**config.mk**
```make
export PLATFORM = sky130hd
export DESIGN_NAME = xrv1_rf_wb_sched
export DESIGN_NICKNAME = d
export VERILOG_FILES = /design/src/rtl/xrv1_rf_pkg.sv /design/src/rtl/xrv1_rr_arb.sv /design/src/rtl/xrv1_rf_wb_sched.sv
export SDC_FILE = /design/constraint.sdc
export NUM_CORES = 1
export LEC_CHECK = 0
export BUFFER_PORTS_ARGS = -buffer_cell sky130_fd_sc_hd__buf_2
export CAP_MARGIN = 20
export CORE_MARGIN = 10
export CORE_UTILIZATION = 50
export CTS_CLUSTER_DIAMETER = 120
export DETAILED_ROUTE_END_ITERATION = 10
export PLACE_DENSITY = 0.8
export RECOVER_POWER = 50
export SETUP_SLACK_MARGIN = 0.3
export SYNTH_ARGS = -nofsm -noshare
export SYNTH_HDL_FRONTEND = slang
export SYNTH_SLANG_ARGS = --single-unit
```
**constraint.sdc**
```tcl
create_clock -name clk_i -period 11.77 [get_ports clk_i]
set_clock_uncertainty 0.15 [all_clocks]
set_input_delay 1.177 -clock clk_i [delete_from_list [all_inputs] [get_ports clk_i]]
set_output_delay 1.177 -clock clk_i [all_outputs]
set_load 0.05 [all_outputs]
```
**src/rtl/xrv1_rf_pkg.sv**
```systemverilog
// Shared types and sizes for the xrv1 register-file write-back path.
// Optional feature macro used by this slice: XRV1_RF_WB_BYPASS_EN.
// The typedefs carry the default widths; top-level parameters default to them.
package xrv1_rf_pkg;

  localparam int RF_ADDR_W = 5;
  localparam int RF_DATA_W = 32;
  localparam int RF_SIZE   = 1 << RF_ADDR_W;

  typedef logic [RF_ADDR_W-1:0] rf_addr_t;
  typedef logic [RF_DATA_W-1:0] rf_data_t;

  // One write-back request as seen after arbitration.
  typedef struct packed {
    logic     valid;
    rf_addr_t addr;
    rf_data_t data;
  } wb_req_t;

endpackage

```
**src/rtl/xrv1_rr_arb.sv**
```systemverilog
// Round-robin arbiter: one-hot grant over N requesters, search starts at the pointer.
// Latency: grant is combinational from req_i and the registered pointer.
// Backpressure: ungranted requesters simply see no grant; pointer holds when idle.
module xrv1_rr_arb #(
  parameter int N = 3
) (
  input  logic                                 clk_i,
  input  logic                                 rst_ni,
  input  logic [N-1:0]                         req_i,
  output logic [N-1:0]                         gnt_o,
  output logic [((N > 1) ? $clog2(N) : 1)-1:0] ptr_nxt_o
);

  localparam int PW = (N > 1) ? $clog2(N) : 1;

  logic [PW-1:0] ptr_q, ptr_d;

  // Modular add that stays inside 0..N-1 for non-power-of-two N.
  function automatic logic [PW-1:0] wrap_add(input logic [PW-1:0] base, input int unsigned off);
    int unsigned sum;
    sum = 32'(base) + off;
    if (sum >= unsigned'(N)) sum = sum - unsigned'(N);
    return sum[PW-1:0];
  endfunction

  // Walk offsets farthest-first so the requester nearest the pointer overwrites the others.
  always_comb begin
    gnt_o = '0;
    ptr_d = ptr_q;
    for (int i = N - 1; i >= 0; i--) begin
      if (req_i[wrap_add(ptr_q, unsigned'(i))]) begin
        gnt_o = '0;
        gnt_o[wrap_add(ptr_q, unsigned'(i))] = 1'b1;
        ptr_d = wrap_add(ptr_q, unsigned'(i) + 1);
      end
    end
  end

  assign ptr_nxt_o = ptr_d;

  // Pointer register.
  always_ff @(posedge clk_i or negedge rst_ni) begin
    if (!rst_ni) ptr_q <= '0;
    else         ptr_q <= ptr_d;
  end

endmodule

```
**src/rtl/xrv1_rf_wb_sched.sv**
```systemverilog
// Write-back scheduler + scoreboard: arbitrates FU results onto the single RF write port, stalls issue on RAW/WAW.
// Latency: grant in cycle N, registered RF write at end of N+1; dependent issue in N+2 (N+1 with XRV1_RF_WB_BYPASS_EN).
// Backpressure: iss_ready_o drops while any referenced register is busy; wb_ready_o grants one source per cycle.
module xrv1_rf_wb_sched
  import xrv1_rf_pkg::*;
#(
  parameter int DATA_WIDTH_P    = RF_DATA_W,
  parameter int rf_addr_width_p = RF_ADDR_W,
  parameter int NUM_WB_P        = 3
) (
  input  logic                                     clk_i,
  input  logic                                     rst_ni,
  input  logic                                     iss_valid_i,
  output logic                                     iss_ready_o,
  input  logic                                     iss_rd_we_i,
  input  logic [rf_addr_width_p-1:0]               iss_rd_addr_i,
  input  logic [rf_addr_width_p-1:0]               iss_rs0_addr_i,
  input  logic [rf_addr_width_p-1:0]               iss_rs1_addr_i,
  input  logic [NUM_WB_P-1:0]                      wb_valid_i,
  output logic [NUM_WB_P-1:0]                      wb_ready_o,
  input  logic [NUM_WB_P-1:0][rf_addr_width_p-1:0] wb_addr_i,
  input  logic [NUM_WB_P-1:0][DATA_WIDTH_P-1:0]    wb_data_i,
  output logic                                     rd_w_en_o,
  output logic [rf_addr_width_p-1:0]               rd_addr_o,
  output logic [DATA_WIDTH_P-1:0]                  rd_data_o,
`ifdef XRV1_RF_WB_BYPASS_EN
  output logic                                     fwd_valid_o,
  output logic [rf_addr_width_p-1:0]               fwd_addr_o,
  output logic [DATA_WIDTH_P-1:0]                  fwd_data_o,
`endif
  output logic                                     sb_err_o
);

  localparam int SB_DEPTH = 1 << rf_addr_width_p;
  localparam int PW       = $clog2(NUM_WB_P);

  logic [SB_DEPTH-1:0]        busy_q, busy_d;
  logic [NUM_WB_P-1:0]        gnt;
  logic [PW-1:0]              ptr_nxt;
  logic [PW-1:0]              win_idx;
  wb_req_t                    win;
  logic                       iss_fire;
  logic                       rd_w_en_q, rd_w_en_d;
  logic [rf_addr_width_p-1:0] rd_addr_q, rd_addr_d;
  logic [DATA_WIDTH_P-1:0]    rd_data_q, rd_data_d;
  logic                       sb_err_q, sb_err_d;

  xrv1_rr_arb #(
    .N (NUM_WB_P)
  ) u_arb (
    .clk_i     (clk_i),
    .rst_ni    (rst_ni),
    .req_i     (wb_valid_i),
    .gnt_o     (gnt),
    .ptr_nxt_o (ptr_nxt)
  );

  assign wb_ready_o = gnt;

  // Hazard check uses only the registered scoreboard, never same-cycle updates.
  assign iss_ready_o = ~(busy_q[iss_rs0_addr_i] | busy_q[iss_rs1_addr_i] |
                         (iss_rd_we_i & busy_q[iss_rd_addr_i]));
  assign iss_fire    = iss_valid_i & iss_ready_o & iss_rd_we_i & (iss_rd_addr_i != '0);

  // Winner selection: the arbiter's next pointer sits one past the granted index.
  always_comb begin
    win_idx   = (ptr_nxt == '0) ? PW'(NUM_WB_P - 1) : ptr_nxt - 1'b1;
    win.valid = |gnt;
    win.addr  = wb_addr_i[win_idx];
    win.data  = wb_data_i[win_idx];
  end

  // Scoreboard next state: clear first, then set so a same-cycle set wins; x0 never busy.
  always_comb begin
    busy_d = busy_q;
`ifdef XRV1_RF_WB_BYPASS_EN
    if (win.valid) busy_d[win.addr] = 1'b0;
`else
    if (rd_w_en_q) busy_d[rd_addr_q] = 1'b0;
`endif
    if (iss_fire) busy_d[iss_rd_addr_i] = 1'b1;
    busy_d[0] = 1'b0;
  end

  // Output stage and sticky error: capture the winner, write enable only for non-x0 targets.
  always_comb begin
    rd_w_en_d = win.valid & (win.addr != '0);
    rd_addr_d = win.valid ? win.addr : rd_addr_q;
    rd_data_d = win.valid ? win.data : rd_data_q;
    sb_err_d  = sb_err_q | (win.valid & (win.addr != '0) & ~busy_q[win.addr]);
  end

  // State registers; reset drops any in-flight write-back.
  always_ff @(posedge clk_i or negedge rst_ni) begin
    if (!rst_ni) begin
      busy_q    <= '0;
      rd_w_en_q <= 1'b0;
      rd_addr_q <= '0;
      rd_data_q <= '0;
      sb_err_q  <= 1'b0;
    end else begin
      busy_q    <= busy_d;
      rd_w_en_q <= rd_w_en_d;
      rd_addr_q <= rd_addr_d;
      rd_data_q <= rd_data_d;
      sb_err_q  <= sb_err_d;
    end
  end

  assign rd_w_en_o = rd_w_en_q;
  assign rd_addr_o = rd_addr_q;
  assign rd_data_o = rd_data_q;
  assign sb_err_o  = sb_err_q;

`ifdef XRV1_RF_WB_BYPASS_EN
  // The operand mux forwards from the pending RF write.
  assign fwd_valid_o = rd_w_en_q;
  assign fwd_addr_o  = rd_addr_q;
  assign fwd_data_o  = rd_data_q;
`endif

endmodule

```
==> metrics.csv <==
stage,metric,value,unit
critical_path,buffers plus inverters on the worst setup path,3,
yosys,share of the synthesized area in the top cell type,0.365,
finish,layout net count,831,
yosys,warnings from Yosys,0,
yosys,post-synth top area cell,dfrtp_1,
clocking,Num Clock Sinks,72,
floorplanning,Cell Rows,36,
global_routing,Tot GR Track Use,0.232,
clocking,clock slew seen by the registers of the worst setup and hold paths,0.07,ns
sta,total negative slack,0,ns
yosys,Seq cells post-synth,72,
critical_path,FF-to-FF Start,u_arb.ptr_q[0],
yosys,main combinational cell family by area after synthesis,multiplexers,
critical_path,Startpoint Class,flop,
finish,area of the multi-input gates,2970,um2
clocking,clock latency on the worst-skew pair,0.35,ns
critical_path,R2R depth,17,
clocking,root buf cell,clkbuf_8,
clocking,Post-CTS Setup Repair Bufs,0,
critical_path,crit path max-delay cell type,a311oi_2,
finish,Layout area overhead,22.8,%
finish,fill cell count,831,
clocking,Resize count post-CTS,0,
place,placer congestion estimate,0.963,
sta,"Slew Viols, Final",73,
yosys,leading post-synthesis cells by cell area,"dfrtp_1 (36%), mux4_2 (11%), o21ai_0 (10%)",
sta,"crit path setup slack, layout",6.72,ns
yosys,Cells after Synth,535,
critical_path,R2R setup slack,6.72,ns
sta,RSZ-0062 raised after global routing,no,
critical_path,cells along the critical path,inv_1 > ha_1 > mux2i_1 > mux2_2 > a311oi_1 > nor2_1 > ha_1 > buf_4 > inv_1 > nand2_1 > a2111oi_0 > a311oi_2 > a21oi_1 > a22oi_1 > mux2i_1 > a31oi_1 > nand3_1,
yosys,Post-Synth XOR/XNOR Area,0,
yosys,proportion of synthesized area in mux cells,0.235,
outcome,status,finished with violations,
route,ANT nets after route,0,
yosys,Compound-Gate Fraction of Synth Area,0.200,
clocking,Hold Buf Count CTS,0,
yosys,syn_area_per_cell,9.23,um2
critical_path,crit-path max cell delay,0.85,ns
route,Iter 0 DRT Violations,379,
sta,count of final hold-check violations,0,
sta,Least-Margin Pin Slew,3.83,ns
flow_run,Max-Cap Viols,1,
yosys,Most used DFF post-synth,dfrtp_1,
clocking,Max clock buf depth,2,
clocking,H-tree level count,3,
floorplanning,DIE WIDTH,119,um
global_routing,GRT overflow,0,
yosys,Synthesized Nets,674,
global_routing,first-pass GRT wire length,26.8,mm
critical_path,WP data arrival,5.13,ns
critical_path,Worst path top cell family by delay,compound AO/OA/AOI/OAI gates,
sta,final setup vio count,0,
sta,Tmin final,5.05,ns
place,DP HPWL,13.0,mm
sta,f_max,0.198,GHz
critical_path,"Data required, critical path",11.85,ns
critical_path,Critical Path Stages,17,
clocking,CTS tree,built,
finish,Antenna diodes,0,
critical_path,worst setup path endpoint,sb_err_o,
yosys,commonest cells in the synthesized netlist,"o21ai_0 (102), dfrtp_1 (72), nand2_1 (59)",
yosys,Post-Synth Simple-Gate Area,0.149,
critical_path,crit path from,u_arb.ptr_q[0],
yosys,synth unique cells,47,
yosys,"EDFF count, synth",0,
finish,flip-flop and latch area,1800,um2
floorplanning,I/O Pins,176,
route,TritonRoute pass-1 iters,6,
critical_path,CP Max Fanout,38,
finish,layout cells sized above 1,0.307,
sta,fin crit share,0.429,
min_path,Hold/Removal Path Class,reg2reg,
yosys,sequential fraction of the synthesis area,0.365,
yosys,Adder-Cell Fraction of Synth Area,0.0152,
route,Post-Route WL,16.8,mm
route,DRC violations left,0,
yosys,Syn Std Cell Area,4940,um2
finish,Post-Layout Cell Count,830,
clocking,cts bufs inserted,9,
place,port bufs,175,
place,pre-CTS setup slack,6.29,ns
floorplanning,initial core utilization,0.510,
floorplanning,core area,9680,um2
critical_path,WS Path Type,reg2reg,
critical_path,Worst Setup End Kind,flop,
global_routing,largest net degree at the start of global routing,75,
global_routing,vias in the first global route,5329,
floorplanning,Die Y,119,um
yosys,asr flop ratio synth,1.00,
sta,Rel. slew slack,-1.55,
critical_path,RR Endpoint,sb_err_o,
route,Vias/cell,5.95,
yosys,most numerous cell in the Yosys netlist,o21ai_0,
route,drt wl/cell,20.2,um
place,placed insts,813,
outcome,failing checks,"max-capacitance violations, max-slew violations",
global_routing,initial antenna violation count,0,
floorplanning,die area,14300,um2
route,total number of vias,4940,
==> layer usage <==
layer | vias up | routed length, um | track usage | share of wire
met3 | 59 | 1660 | 0.0765 | 0.099
met2 | 281 | 8210 | 0.386 | 0.49
met4 | 0 | 740 | 0.135 | 0.044
met5 | - | 0 | 0 | 0
li1 | 2283 | - | - | -
met1 | 2317 | 6190 | 0.255 | 0.37
==> flip-flops by register name, indices dropped and copies added, names as in the netlist <==
| register | cells |
|---|---|
| busy_q | 31 |
| sb_err_o | 1 |
| u_arb.ptr_q | 2 |
| rd_w_en_o | 1 |
| rd_addr_o | 5 |
| rd_data_o | 32 |
==> area by class of cell <==
cell class | count | area share
Clock buffer | 13 | 0.0246
Clock inverter | 3 | 0.0107
Inverter | 6 | 0.00371
Multi-Input combinational cell | 422 | 0.490
Sequential cell | 72 | 0.297
Tap cell | 133 | 0.0274
Timing Repair Buffer | 181 | 0.147
==> kinds of logic after synthesis <==
family	after synthesis
AO/OA/AOI/OAI	178
adder cells (fa/ha/maj)	6
buffers and inverters	41
flip-flops	72
multiplexers	83
AND/OR/NAND/NOR	155
==> per-stage QoR <==
stage,cell area [um2],utilization,hold slack [ns]
after floorplan,4940,-,0.366
after global placement,5870,0.606,0.310
after detailed placement,5870,0.606,0.315
after CTS,6090,0.629,0.331
after global routing,6060,0.626,0.357
final,6060,0.626,0.329
==> layout by cell type (no fill, tap or decap), types with 2 or more instances in the layout <==
cell,netlist,final
a211o_1,3,2
or3b_2,4,4
nand3b_1,10,10
bufinv_16,0,2
or3_1,2,2
nand2_1,59,59
a211oi_1,6,6
o22ai_1,2,2
a31oi_1,2,2
clkbuf_8,0,10
ha_1,6,6
a21o_1,2,2
nor2_1,43,42
a22oi_1,3,3
nand4_1,3,3
clkbuf_1,22,25
mux4_2,25,25
dfrtp_1,72,72
nand3_1,9,9
o21ai_0,102,102
nand2b_1,12,12
mux2i_1,49,49
inv_1,6,6
buf_2,7,154
mux2_2,7,7
o211ai_1,2,2
nor3b_1,2,2
a21oi_1,44,44
buf_4,2,5
and4b_1,2,2
nor2b_1,5,5
mux2_4,2,2
==> worst min path at each step <==
stage	startpoint	to	slack, ns	cells after the start
2_1_floorplan	busy_q[3]	busy_q[3]	0.37	2
3_3_place_gp	rd_data_o[20]	rd_data_o[20]	0.31	2
6_report	rd_data_o[18]	rd_data_o[18]	0.33	2
3_5_place_dp	rd_data_o[18]	rd_data_o[18]	0.31	2
4_1_cts	rd_data_o[18]	rd_data_o[18]	0.33	2
5_1_grt	rd_data_o[30]	rd_data_o[30]	0.36	2
==> worst min-delay path, delay by kind of cell (launching register included) <==
| family | cells | cell delay, ns |
|---|---|---|
| DFF | 1 | 0.34 |
| and+or+nand+nor | 1 | 0.04 |
| AOI/OAI and AO/OA | 1 | 0.06 |
Power is not shown: default switching activity piles up to over one toggle a cycle in this logic, so the estimate is an artifact.
